==> src/rtl/cd_reset_sequencer.sv <==
// Reset sequencer for banks of async-clear registers. Clears assert at once, release is synchronised
// to CK, all clears are held for HOLD_CYCLES, then released one by one STAGGER edges apart.
module cd_reset_sequencer #(
    parameter string GSR         = "ENABLED",
    parameter int    SYNC_STAGES = 2,
    parameter int    HOLD_CYCLES = 16,
    parameter int    STAGGER     = 4,
    parameter int    NUM_OUT     = 4
) (
    input  logic               CK,
    input  logic               CDN,
    input  logic               GSRNET,
    input  logic               PURNET,
    input  logic               SOFT_REQ,
    output logic               SOFT_ACK,
    output logic [NUM_OUT-1:0] CD,
    output logic               READY,
    output logic [1:0]         STATE
);

    localparam int CNT_SPAN = (HOLD_CYCLES > STAGGER) ? HOLD_CYCLES : STAGGER;
    localparam int CW       = $clog2(CNT_SPAN) + 1;
    localparam int IW       = (NUM_OUT > 1) ? $clog2(NUM_OUT) : 1;

    localparam logic [CW-1:0] HOLD_LAST = CW'(HOLD_CYCLES - 1);
    localparam logic [CW-1:0] STAG_LAST = CW'(STAGGER - 1);
    localparam logic [CW-1:0] CNT_SAT   = {CW{1'b1}};
    localparam logic [IW-1:0] IDX_LAST  = IW'(NUM_OUT - 1);
    localparam logic          GSR_EN    = (GSR == "ENABLED");

    typedef enum logic [1:0] {
        ST_ASSERT  = 2'b00,
        ST_HOLD    = 2'b01,
        ST_RELEASE = 2'b10,
        ST_RUN     = 2'b11
    } state_t;

    logic                   rst_n_s;
    state_t                 state_q, state_d;
    logic [SYNC_STAGES-1:0] sync_q, sync_d;
    logic [CW-1:0]          cnt_q, cnt_d, cnt_inc_s;
    logic [IW-1:0]          idx_q, idx_d;
    logic                   hist_q, hist_d;
    logic [NUM_OUT-1:0]     cd_q, cd_d;
    logic                   ready_q, ready_d;
    logic                   ack_q, ack_d;

    // GSRNET only participates when the global set/reset is enabled
    assign rst_n_s   = CDN & PURNET & (GSRNET | ~GSR_EN);
    assign cnt_inc_s = (cnt_q == CNT_SAT) ? cnt_q : cnt_q + {{(CW-1){1'b0}}, 1'b1};

    // Next-state logic for the sequencer, clears, handshake and release synchroniser
    always_comb begin
        state_d = state_q;
        sync_d  = {sync_q[SYNC_STAGES-2:0], 1'b1};
        cnt_d   = cnt_q;
        idx_d   = idx_q;
        hist_d  = SOFT_REQ;
        cd_d    = cd_q;
        ready_d = ready_q;
        ack_d   = 1'b0;
        case (state_q)
            ST_ASSERT: begin
                if (sync_q[SYNC_STAGES-1]) begin
                    state_d = ST_HOLD;
                    cnt_d   = {CW{1'b0}};
                end else begin
                    cnt_d   = {CW{1'b0}};
                end
            end
            ST_HOLD: begin
                if (cnt_q == HOLD_LAST) begin
                    cd_d[0] = 1'b0;
                    cnt_d   = {CW{1'b0}};
                    idx_d   = IW'(1);
                    if (NUM_OUT == 1) begin
                        state_d = ST_RUN;
                        ready_d = 1'b1;
                    end else begin
                        state_d = ST_RELEASE;
                    end
                end else begin
                    cnt_d = cnt_inc_s;
                end
            end
            ST_RELEASE: begin
                if (cnt_q == STAG_LAST) begin
                    cd_d[idx_q] = 1'b0;
                    cnt_d       = {CW{1'b0}};
                    if (idx_q == IDX_LAST) begin
                        state_d = ST_RUN;
                        ready_d = 1'b1;
                    end else begin
                        idx_d = idx_q + {{(IW-1){1'b0}}, 1'b1};
                    end
                end else begin
                    cnt_d = cnt_inc_s;
                end
            end
            ST_RUN: begin
                // Only a fresh 0->1 on SOFT_REQ restarts the hold/release sequence
                if (SOFT_REQ && !hist_q) begin
                    cd_d    = {NUM_OUT{1'b1}};
                    ready_d = 1'b0;
                    ack_d   = 1'b1;
                    state_d = ST_HOLD;
                    cnt_d   = {CW{1'b0}};
                    idx_d   = {IW{1'b0}};
                end else begin
                    cnt_d = {CW{1'b0}};
                end
            end
            default: begin
                state_d = ST_ASSERT;
                cnt_d   = {CW{1'b0}};
                idx_d   = {IW{1'b0}};
                cd_d    = {NUM_OUT{1'b1}};
                ready_d = 1'b0;
            end
        endcase
    end

    // State and output registers; reset clears asynchronously with no clock required
    always_ff @(posedge CK or negedge rst_n_s) begin
        if (!rst_n_s) begin
            state_q <= ST_ASSERT;
            sync_q  <= {SYNC_STAGES{1'b0}};
            cnt_q   <= {CW{1'b0}};
            idx_q   <= {IW{1'b0}};
            hist_q  <= 1'b1;
            cd_q    <= {NUM_OUT{1'b1}};
            ready_q <= 1'b0;
            ack_q   <= 1'b0;
        end else begin
            state_q <= state_d;
            sync_q  <= sync_d;
            cnt_q   <= cnt_d;
            idx_q   <= idx_d;
            hist_q  <= hist_d;
            cd_q    <= cd_d;
            ready_q <= ready_d;
            ack_q   <= ack_d;
        end
    end

    assign CD       = cd_q;
    assign READY    = ready_q;
    assign SOFT_ACK = ack_q;
    assign STATE    = state_q;

endmodule

==> config.mk <==
export PLATFORM = sky130hd
export DESIGN_NAME = cd_reset_sequencer
export DESIGN_NICKNAME = d
export VERILOG_FILES = /design/src/rtl/cd_reset_sequencer.sv
export SDC_FILE = /design/constraint.sdc
export NUM_CORES = 1
export LEC_CHECK = 0
export CAP_MARGIN = 30
export CELL_PAD_IN_SITES_DETAIL_PLACEMENT = 0
export CELL_PAD_IN_SITES_GLOBAL_PLACEMENT = 1
export CORE_ASPECT_RATIO = 0.6
export CORE_UTILIZATION = 45
export CTS_CLUSTER_DIAMETER = 150
export CTS_CLUSTER_SIZE = 14
export DETAILED_ROUTE_END_ITERATION = 16
export GPL_TIMING_DRIVEN = 0
export PLACE_DENSITY = 0.85
export SYNTH_ARGS = -nofsm -noshare
export SYNTH_HDL_FRONTEND = slang
export SYNTH_SLANG_ARGS = --single-unit
==> constraint.sdc <==
create_clock -name CK -period 5 [get_ports CK]
set_input_delay 1 -clock CK [delete_from_list [all_inputs] [get_ports CK]]
set_output_delay 1 -clock CK [all_outputs]
set_load 0.01 [all_outputs]
==> key figures <==
Outcome
  • Status: finished clean

Yosys
  • Mux cell area share after synthesis: 3.31%
  • Post-synthesis sequential area ratio: 46.4%
  • Yosys warns: 0
  • Synthesized area per cell: 10.7 um2
  • Synth Register Bits: 18
  • Post-synth ARST share: 100%
  • Compound-Gate Fraction of Synth Area: 14.5%
  • Main combinational cell family by area after synthesis: simple AND/OR/NAND/NOR gates
  • Synth cell types: 36
  • Synth cell count leaders: dfrtp_1 (13), ha_1 (10), inv_1 (7), nand2_1 (7)
  • Post-Synthesis Cells: 92
  • Post-synthesis simple-gate area fraction: 15.6%
  • Main area contributors after synthesis: dfrtp_1 (33%), dfstp_2 (13%), ha_1 (13%)
  • Synth Net Count: 107
  • Adder-Cell Fraction of Synth Area: 12.7%
  • Most frequent cell after synthesis: dfrtp_1
  • XOR/XNOR Fraction of Synth Area: 2.67%
  • Main flop type after synthesis: dfrtp_1
  • Post-synth EDFFs: 0
  • Most area-hungry cell type in the Yosys netlist: dfrtp_1
  • Top-area cell type share of the netlist area: 33.1%
  • Mapped cell area: 983 um2

Setup path
  • Cell breakdown of the critical path: clkdlybuf4s50_1
  • Worst-path fanout max: 2
  • Worst path max stage delay: 0.54 ns
  • Reg2reg start: STATE[0]$_DFFE_PN0P_
  • Top delay family on crit path: flip-flops
  • Reg-to-reg endpoint: idx_q[0]$_DFFE_PN0P_
  • Worst-case reg-to-reg path depth: 6
  • FF-to-FF setup slack: 2.98 ns
  • Slowest cell on crit path: dfstp_2
  • Startpoint types: flop
  • Critical Path RT: 4.00 ns
  • Crit. End Element: output port
  • Number of cells on the critical path: 1
  • Path type of the worst setup path: reg2out
  • Critical Path Source: CD[1]$_DFFE_PN1P_
  • CP arrival: 1.37 ns
  • Buffers & Inverters on Critical Path: 1

STA
  • Post-route setup TNS: 0 ns
  • Slew Limit Headroom: 48.9%
  • Number of setup violations in the final report: 0
  • Period Utilization, post-route: 47.3%
  • RSZ-0062 raised after global routing: no
  • Final hold violation count: 0
  • Slew @ Worst Pin: 0.766 ns
  • Setup Skew: 0.00132 ns
  • Max Freq: 422 MHz
  • Final worst path period need: 2.37 ns
  • Slew Limit Fails: 0

GRT
  • Largest net degree at the start of global routing: 19
  • Initial antenna violation count: 0
  • Gr ovfl total: 0
  • Met1 Track Usage GR: 23.2%
  • First-pass GRT wire length: 3010 um
  • Overall routing resource usage: 17.2%
  • Met3 GRT Util: 6.25%
  • Gr busiest metal: met2
  • Vias in the first global route: 652
  • Met2 Use GR: 26.6%

Routing
  • Initial DRC count: 16
  • TritonRoute pass-1 iters: 4
  • # DRC: 0
  • Final wirelength: 1630 um
  • Vias per cell: 5.09
  • Vias post-DR: 692
  • Antenna-violating nets left: 0
  • Average wire per standard cell: 12.0 um

Power
  • Switching power: 0.247 mW
  • Worst VDD drop: 286 uV
  • Seq pwr share: 36.2%
  • Leak pwr: 0.549 nW
  • Cell-internal power: 0.398 mW
  • Pwr/cell area: 550 nW/um2
  • Sw frac: 38.3%
  • Logic pwr share: 50.0%
  • Clock power frac: 13.8%

Floorplan
  • Die area: 2380 um2
  • Starting Density: 50.4%
  • Die Ht: 38.2 um
  • Num ports: 13
  • Area of the core: 1950 um2
  • Die Wd: 62.4 um
  • Num rows: 12

Cells and area
  • # fillers: 165
  • Final #Nets: 124
  • Final core utilization: 60.2%
  • Layout area overhead: 19.5%
  • Final std cells w/o fill: 136
  • Layout cell share with drive strength beyond 1: 16.7%
  • Antenna cells: 0

Placed design
  • Post-Place Cells: 132
  • PortBufs: 12
  • Dpl hpwl: 1250 um
  • RD Place Congestion: 0.744

Clock tree
  • Post-CTS setup buffer count: 0
  • Clock Path Buffers: 2
  • Max H-tree Level: 1
  • Clk sinks: 18
  • Skew-Pair Late Insertion Delay: 0.30 ns
  • Root Buffer: clkbuf_4
  • Clk slew on worst S/H paths: 0.10 ns
  • Total CTS buffers: 3
  • Hold Buf Count CTS: 0
  • CTS tree: built
  • PostCTS Resize Cnt: 0

Worst hold path
  • Min-Delay Endpoint: sync_q[1]$_DFF_PN0_
  • Worst Hold Depth: 0
  • Worst hold path startpoint: sync_q[0]$_DFF_PN0_
  • Min-delay worst type: reg2reg

Job
  • Maxcap violations: 0
-- worst reg2reg max path, delay by kind of cell, from the launching register on --
kind                       cells  cell delay, ns
buffers and inverters          1            0.09
adders and majority gates      1            0.22
AOI/OAI and AO/OA              2            0.58
and+or+nand+nor                2            0.57
DFF                            1            0.46
-- power by group through the flow --
stage               Sequential (mW)  Combinational, mW  Clock (mW)
floorplan                     0.243              0.212           0
global placement              0.233              0.317           0
detailed placement            0.236              0.325           0
CTS                           0.234              0.325      0.0921
global route                  0.240              0.364      0.0997
finish                        0.234              0.323      0.0891
-- layout make-up --
| type | count | area, um2 | area share, % |
|---|---|---|---|
| sequential | 18 | 457 | 38.9 |
| clock buffer | 4 | 36.3 | 3.09 |
| tap | 28 | 35.0 | 2.98 |
| multi-input combinational | 65 | 484 | 41.2 |
| timing repair buffer | 12 | 120 | 10.2 |
| buffer | 2 | 16.3 | 1.38 |
| inverter | 7 | 26.3 | 2.24 |
-- flip-flops by register name, summed over array words and instances, names as in the netlist --
signal,flops
cnt_q,5
CD,4
STATE,2
idx_q,2
sync_q,2
READY,1
SOFT_ACK,1
hist_q,1
-- worst max path at each step --
| stage | end |
|---|---|
| final | CD[1] |
| after global routing | CD[1] |
| after CTS | CD[1] |
| after detailed placement | idx_q[0]$_DFFE_PN0P_ |
| after global placement | idx_q[0]$_DFFE_PN0P_ |
| after floorplan | idx_q[0]$_DFFE_PN0P_ |
-- layout by cell type (no fill, tap or decap), types with 2 or more instances in the layout --
master and instances:
mux2_2 2, dfrtp_1 13, nand2b_1 3, ha_1 10, nor3_1 2, inv_1 7, nand2_1 7, nand3_1 4
dfstp_2 5, xnor2_1 2, o21ai_0 5, clkdlybuf4s50_1 12, and3_1 2, clkbuf_4 3, a21o_1 3, nor2_1 4
a21oi_1 2
-- logic make-up (layout without fill, tap and decap cells) --
kind of cell	count (synthesis)	in the layout
AND/OR/NAND/NOR	28	28
multiplexers	3	3
XOR/XNOR	3	3
buffers and inverters	9	25
AO/OA/AOI/OAI	20	20
adder cells (fa/ha/maj)	10	10
flip-flops	18	18
other	1	1
-- per-layer routing --
| layer | vias to the layer above | part of all wire, % |
|---|---|---|
| met2 | 14 | 40 |
| met4 | 0 | 0.98 |
| met1 | 326 | 55 |
| li1 | 350 | - |
| met5 | - | 0 |
| met3 | 2 | 4.8 |
-- metrics by stage --
| stage | hold slack (ns) | setup WS, ns | instance area, um2 | power (mW) |
|---|---|---|---|---|
| 2_1_floorplan | 0.331 | 3.12 | 983 | 0.454 |
| 3_3_place_gp | 0.336 | 2.47 | 1140 | 0.549 |
| 3_5_place_dp | 0.335 | 2.48 | 1140 | 0.561 |
| 4_1_cts | 0.358 | 2.62 | 1170 | 0.651 |
| 5_1_grt | 0.370 | 2.59 | 1170 | 0.703 |
| 6_report | 0.357 | 2.63 | 1170 | 0.646 |
No activity file was read; power rests on OpenSTA's default activity.
